File: config.mk
export PLATFORM = sky130hd
export DESIGN_NAME = pwm_peripheral
export DESIGN_NICKNAME = d
export VERILOG_FILES = /design/src/rtl/pwm_pkg.sv /design/src/rtl/pwm_timebase.sv /design/src/rtl/pwm_peripheral.sv
export SDC_FILE = /design/constraint.sdc
export NUM_CORES = 1
export LEC_CHECK = 0
export ABC_AREA = 1
export ABC_CLOCK_PERIOD_IN_PS = 1800
export CAP_MARGIN = 30
export CORE_AREA = 2 2 61 63
export CTS_CLUSTER_DIAMETER = 100
export DETAILED_ROUTE_END_ITERATION = 12
export DIE_AREA = 0 0 63 65
export PLACE_DENSITY_LB_ADDON = 0.3
export SLEW_MARGIN = 20
export SYNTH_ARGS = -nofsm -noshare
export SYNTH_HDL_FRONTEND = slang
export SYNTH_SLANG_ARGS = --single-unit
File: constraint.sdc
create_clock -name clk -period 1.8 [get_ports clk]
set_input_delay 0.36 -clock clk [delete_from_list [all_inputs] [get_ports clk]]
set_output_delay 0.36 -clock clk [all_outputs]
set_load 0.02 [all_outputs]
File: src/rtl/pwm_pkg.sv
// pwm_pkg: shared constants, types and the pin-mux helper for pwm_peripheral.
package pwm_pkg;

    localparam int         PWM_STEPS    = 255;
    localparam logic [7:0] PWM_STEP_MAX = 8'(PWM_STEPS - 1);
    localparam int         PIN_COUNT    = 16;

    typedef logic [7:0]           duty_t;
    typedef logic [PIN_COUNT-1:0] pinvec_t;

    // Per pin: disabled -> 0, enabled static -> 1, enabled PWM -> waveform.
    function automatic pinvec_t pin_mux(pinvec_t en_out, pinvec_t en_pwm, logic pwm);
        return en_out & (~en_pwm | {PIN_COUNT{pwm}});
    endfunction

endpackage

File: src/rtl/pwm_timebase.sv
// pwm_timebase: prescaler plus 255-step counter (0..254) shared by all pins.
module pwm_timebase
    import pwm_pkg::*;
#(
    parameter int unsigned PRESCALE = 13
) (
    input  logic       clk,
    input  logic       rst_n,
    output logic [7:0] step,
    output logic       tick,
    output logic       wrap
);

    localparam int unsigned PW = (PRESCALE > 1) ? $clog2(PRESCALE) : 1;
    localparam logic [PW-1:0] PRESC_LAST = PW'(PRESCALE - 1);

    logic [PW-1:0] presc_q, presc_d;
    logic [7:0]    step_q, step_d;

    // Next-state for the prescaler and the step counter.
    always_comb begin
        // NOTE: every always_comb output gets a default first so no path can infer a latch.
        presc_d = presc_q + PW'(1);
        step_d  = step_q;
        tick    = (presc_q == PRESC_LAST);
        wrap    = tick && (step_q == PWM_STEP_MAX);
        if (tick) begin
            presc_d = '0;
            step_d  = wrap ? 8'd0 : step_q + 8'd1;
        end
    end

    // Counter registers; reset restarts the period at step 0.
    always_ff @(posedge clk or negedge rst_n) begin
        // NOTE: state updates use non-blocking assignments so every flop samples pre-edge values.
        if (!rst_n) begin
            presc_q <= '0;
            step_q  <= '0;
        end else begin
            presc_q <= presc_d;
            step_q  <= step_d;
        end
    end

    assign step = step_q;

endmodule

File: src/rtl/pwm_peripheral.sv
// pwm_peripheral: 16 pins forced low, forced high or following one shared PWM waveform.
// Optional macro PWM_DUTY_SHADOW_EN: latch the duty only at the period wrap so a
// mid-period write cannot truncate or stretch the pulse in flight.
module pwm_peripheral
    import pwm_pkg::*;
#(
    parameter int unsigned PRESCALE = 13
) (
    input  logic       clk,
    input  logic       rst_n,
    input  logic [7:0] en_reg_out_7_0,
    input  logic [7:0] en_reg_out_15_8,
    input  logic [7:0] en_reg_pwm_7_0,
    input  logic [7:0] en_reg_pwm_15_8,
    input  logic [7:0] pwm_duty_cycle,
    output logic [7:0] out_7_0,
    output logic [7:0] out_15_8,
    output logic       period_start
);

    pinvec_t    en_out;
    pinvec_t    en_pwm;
    logic [7:0] step;
    logic       tick_unused;  // the prescale tick is only consumed inside the timebase
    logic       wrap;
    duty_t      duty_active;
    logic       pwm;

    pinvec_t out_q, out_d;
    logic    period_start_q, period_start_d;

    assign en_out = {en_reg_out_15_8, en_reg_out_7_0};
    assign en_pwm = {en_reg_pwm_15_8, en_reg_pwm_7_0};

    pwm_timebase #(
        .PRESCALE (PRESCALE)
    ) u_timebase (
        .clk   (clk),
        .rst_n (rst_n),
        .step  (step),
        .tick  (tick_unused),
        .wrap  (wrap)
    );

`ifdef PWM_DUTY_SHADOW_EN
    duty_t duty_q, duty_d;

    // Shadow duty: pick up the written value only as a new period begins.
    always_comb begin
        duty_d = duty_q;
        if (wrap) duty_d = pwm_duty_cycle;
    end

    // Shadow register; the first period after reset runs at duty 0.
    always_ff @(posedge clk or negedge rst_n) begin
        if (!rst_n) duty_q <= '0;
        else        duty_q <= duty_d;
    end

    assign duty_active = duty_q;
`else
    assign duty_active = pwm_duty_cycle;
`endif

    // Waveform compare and pin muxing; step never exceeds 254, so duty 255 stays high.
    always_comb begin
        pwm            = (step < duty_active);
        out_d          = pin_mux(en_out, en_pwm, pwm);
        period_start_d = wrap;
    end

    // Registered pin drive and period marker.
    always_ff @(posedge clk or negedge rst_n) begin
        if (!rst_n) begin
            out_q          <= '0;
            // NOTE: resets to 1 so the period that starts at reset release is flagged like any other.
            period_start_q <= 1'b1;
        end else begin
            out_q          <= out_d;
            period_start_q <= period_start_d;
        end
    end

    assign out_7_0      = out_q[7:0];
    assign out_15_8     = out_q[15:8];
    assign period_start = period_start_q;

endmodule

== After elaboration in Yosys (flattened, before gate mapping) ==
Index checks and enable logic that the tools add are counted.

* Register bits: 29
* Latch bits: 0
* Bits in writable memories: 0
* ROM bits: 0
* Input port bits: 42
* Output and inout port bits: 17
* Memories kept: 0

* Add/subtract/negate cells: 2
* Multipliers: 0
* Divide/modulo/power cells: 0
* Magnitude comparators: 1
* Equal/unequal tests: 2
* Shifts and indexed selects: 0
* Muxes and demuxes: 2
* Bitwise operators: 3
* Reductions and logical operators: 1

{| class="wikitable"
|+ Operator list
! cell !! number
|-
| $and 16x16->16 || 1
|-
| $not 16->16 || 1
|-
| $or 16x16->16 || 1
|-
| $add 8x1->8 const B || 1
|-
| $eq 8x8->1 const B || 1
|-
| $lt 8x8->1 || 1
|-
| $mux 8 || 1
|-
| $add 4x1->4 const B || 1
|-
| $eq 4x4->1 const B || 1
|-
| $mux 4 || 1
|-
| $logic_and 1x1->1 || 1
|}

== Logic depth before layout (Yosys ltp) ==
* Depth after elaboration: 3
* Gate-level depth with buffers: 10

== Modules after synthesis ==
A second synthesis with hierarchy kept.

* Cells, all modules: 164
* Area total of the unflattened synthesis: 1505.2 µm²

{| class="wikitable"
|+ By module, submodules not included
! module !! instances !! cells each !! area an instance (µm²) !! sequential area each (µm²)
|-
| pwm_peripheral || 1 || 82 || 832.0 || 426.7
|-
| pwm_timebase || 1 || 82 || 673.1 || 300.3
|}

== Worst setup path before layout ==
No wires, ideal clock.

* Path kind: reg2reg
* Start: reg u_timebase.step_q[5], in the netlist u_timebase.step[5]
* End: reg out_q[10]
* Setup time: 0.077 ns
* Arrival: 1.340 ns
* Required time: 1.723 ns
* Slack: 0.383 ns
* Cell stages (with the launch flop): 8
* Buffers on the path: 1
* Cell sequence: dfrtp_1 > ha_1 > a21oi_1 > nor2_1 > nor3_2 > nand2_2 > buf_6 > a21oi_1

* Cells in the longest elaborated chain, start to end: 3

{| class="wikitable"
|+ RTL lines
! what !! RTL line !! text
|-
| start: declaration || pwm_timebase.sv:18 || <nowiki>logic [7:0] step_q, step_d;</nowiki>
|-
| start signal: assignment || pwm_timebase.sv:41 || <nowiki>step_q <= step_d;</nowiki>
|-
| $lt 8x8->1 || pwm_peripheral.sv:67 || <nowiki>pwm = (step < duty_active);</nowiki>
|-
| $or 16x16->16 || pwm_pkg.sv:13 || <nowiki>return en_out & (~en_pwm | {PIN_COUNT{pwm}});</nowiki>
|-
| $and 16x16->16 || pwm_pkg.sv:13 ||
|-
| via out_d[10] || pwm_peripheral.sv:29 || <nowiki>pinvec_t out_q, out_d;</nowiki>
|-
| end signal: assignment || pwm_peripheral.sv:79 || <nowiki>out_q <= out_d;</nowiki>
|-
| end: declaration || pwm_peripheral.sv:29 ||
|}

The timed path passes the listed nets, and every way through them passes these cells.
A chain may end at the register's enable or synchronous reset.

== Worst setup path after layout ==
* Start: in pwm_duty_cycle[5]
* End: reg out_q[7]

* Cells in the longest elaborated chain, start to end: 3

{| class="wikitable"
|+ RTL lines
! what !! RTL line !! text
|-
| start: declaration || pwm_peripheral.sv:15 || <nowiki>input logic [7:0] pwm_duty_cycle,</nowiki>
|-
| $lt 8x8->1 || pwm_peripheral.sv:67 ||
|-
| $or 16x16->16 || pwm_pkg.sv:13 ||
|-
| $and 16x16->16 || pwm_pkg.sv:13 ||
|-
| via out_d[7] || pwm_peripheral.sv:29 ||
|}

The timed path passes the listed nets, and every way through them passes these cells.

==> results.txt <==
Post-synthesis average cell area: 9.301 µm²
Final ANT Viol Nets: 0
CP top delay family: buffers and inverters
H-tree Lvls: 2
CTS Hold Bufs: 0
Starting density of the core: 39.91%
Final Net Count: 268
Antenna violations before repair: 0
Fin cells: 264
CTS tree: built
DR pass1 iterations: 4
Clock transition at the registers of the reported paths: 0.10 ns
Fmax: 607.3 MHz
IO buf count: 58
Most frequent cells in the layout: clkdlybuf4s50_1, inv_1, dfrtp_1
Final setup TNS: 0 ns
Flops & latches, synth: 29
Die X: 63 µm
FF-to-FF End: out_q[7]
Commonest non-fill, non-tap cell in the layout: clkdlybuf4s50_1
Total power: 1.421 mW
Mapped Cells: 150
Ranking of synthesized cells by area: dfrtp_1, ha_1, inv_1, a21oi_1, nand2_1
Gr usage total: 16.56%
Clock sinks: 29
Period utilization: 91.47%
Inst Count DP: 256
Crit path kind: input pin to flop
Layout cells sized above 1: 9.259%
Vias per cell: 4.443
Max Slew Vio Count: 0
Slowest cell on the critical path: clkdlybuf4s50_1
CP Data Required Time: 2.05 ns
Postcts setup bufs: 0
Final Critical Period: 1.647 ns
Min-Delay Path Class: input pin to asynchronous set/reset pin
Largest net degree at the start of global routing: 30
CTS max path bufs: 2
Seq/Total Area, Yosys: 52.11%
Async SR Flop Fraction: 100.0%
Most used cell, CP: a21oi_1
Post-route cell area: 0.002116 mm²
Leak: 1.052 nW
Final core utilization: 60.52%
VDD IR max: 502.6 µV
Site Rows: 22
Worst Setup SP: pwm_duty_cycle[5]
Kind of end point of the critical path: flop
Worst-Skew Late Latency: 0.33 ns
Number of setup violations in the final report: 0
Worst R2R Start: u_timebase.step[5]
Data arrival, critical path: 1.90 ns
Cts bufs inserted: 5
Ant. Diodes: 0
Startpoint types: input pin
Mapped Area: 0.001395 mm²
YS warnings: 0
Fin. Hold Viols: 0
EDFF count, synth: 0
Main synth FF type: dfrtp_1
DRC: 0
Yosys top cell by area: dfrtp_1
Worst-path fanout max: 16
Dpl hpwl: 2145 µm
Relative slew slack: 76.07%
Clk_skew: 0.01450 ns
Status: finished clean
Congestion Overflow GR: 0
DRT iter0 DRCs: 35
CP Cell Sequence: clkdlybuf4s50_1, inv_1, ha_1, a21oi_1, nor2_1, nor3_2, nand2_2, a21oi_1
PwrDens: 671.5 mW/mm²
Syn-to-layout area delta: 51.66%
CP peak stage delay: 0.45 ns
Vias in the first global route: 1242
Die Ht: 65 µm
Dpl cell area: 0.002032 mm²
Yosys cell types: 23
Via count: 1173
Clk root buf: clkbuf_4
Worst path bufs/invs: 2
Reg2reg setup slack: 0.23 ns
Top cell type's share of synthesized area: 50.22%
Worst R2R Path Depth: 6
Drt wl/cell: 10.24 µm
First-pass GRT wire length: 5188 µm
Unrepaired setup endpoints after global routing: no
Slew at the pin closest to its max-slew limit: 0.3589 ns
Die area: 0.004095 mm²
Final Wtd Congestion: 0.7564
Max-cap violation count: 0
Core outline area: 0.003496 mm²
DRT Wirelength: 2703 µm
CTS resizes: 1
I/O Pins: 59
Mapped Nets: 203
kinds of logic (layout without fill, tap and decap cells):
group	Yosys count	in the layout	synth area share, %
xor+xnor	2	2	1.256
buf+inv	39	105	11.21
compound gates	28	28	10.76
simple gates	41	41	14.80
flops	29	29	52.11
fa+ha+maj	11	11	9.865
per-layer routing:
layer	up-vias	GRT usage, %	wire length, µm
met5	-	0	0
met4	0	6.944	51
met3	5	7.813	233
met2	35	27.79	1374
met1	536	17.95	1043
li1	597	-	-
how the worst max path moves through the flow:
| stage | to | slack [ns] | cells after the start |
|---|---|---|---|
| 2_1_floorplan | out_q[10] | 0.38 | 7 |
| 3_3_place_gp | out_q[6] | -0.15 | 8 |
| 3_5_place_dp | out_q[7] | -0.19 | 8 |
| 4_1_cts | out_7_0[2] | 0.13 | 1 |
| 5_1_grt | out_q[8] | 0.03 | 8 |
| 6_report | out_q[7] | 0.15 | 8 |
per-stage QoR:
stage          setup WS (ns)  hold WS, ns
4_1_cts               0.1309       0.3985
5_1_grt              0.03065       0.4423
6_report              0.1535       0.4026
3_3_place_gp         -0.1503       0.5015
2_1_floorplan         0.3828      0.06441
3_5_place_dp         -0.1940       0.5167
synth_stat cells, types with 2 or more instances:
cell type and instances:
a21oi_1 22, dfrtp_1 28, ha_1 11, inv_1 35
inv_2 2, nand2_1 19, nand2_2 2, nand3_1 4
nor2_1 10, nor2_4 2, o21ai_0 3
where the power goes:
part | total, mW | switching, mW | internal [mW] | leakage, nW
registers | 0.674 | 0.00490 | 0.669 | 0.344
clock network | 0.551 | 0.219 | 0.332 | 0.0455
logic | 0.196 | 0.0732 | 0.122 | 0.662
total | 1.42 | 0.297 | 1.12 | 1.05
sequential cells by signal, indices dropped and copies added (netlist names):
| signal | count |
|---|---|
| u_timebase.presc_q | 4 |
| u_timebase.step | 8 |
| period_start | 1 |
| out_q | 16 |
worst reg2reg max path, cell delays in order (launching register included):
cell and delay [ns]:
dfrtp_1 0.43, ha_1 0.30, a21oi_1 0.15, nor2_1 0.06
nor3_2 0.12, nand2_2 0.23, a21oi_1 0.20
final cells by class:
type / count / area [µm²]
Multi-Input combinational cell: 82 / 511.7
Clock buffer: 7 / 55.05
Inverter: 38 / 145.1
Tap cell: 48 / 60.06
Fill cell: 336 / 1380
Clock inverter: 1 / 30.03
Timing Repair Buffer: 59 / 586.8
Sequential cell: 29 / 726.9
Note: power is estimated with default switching activity, not from simulation.
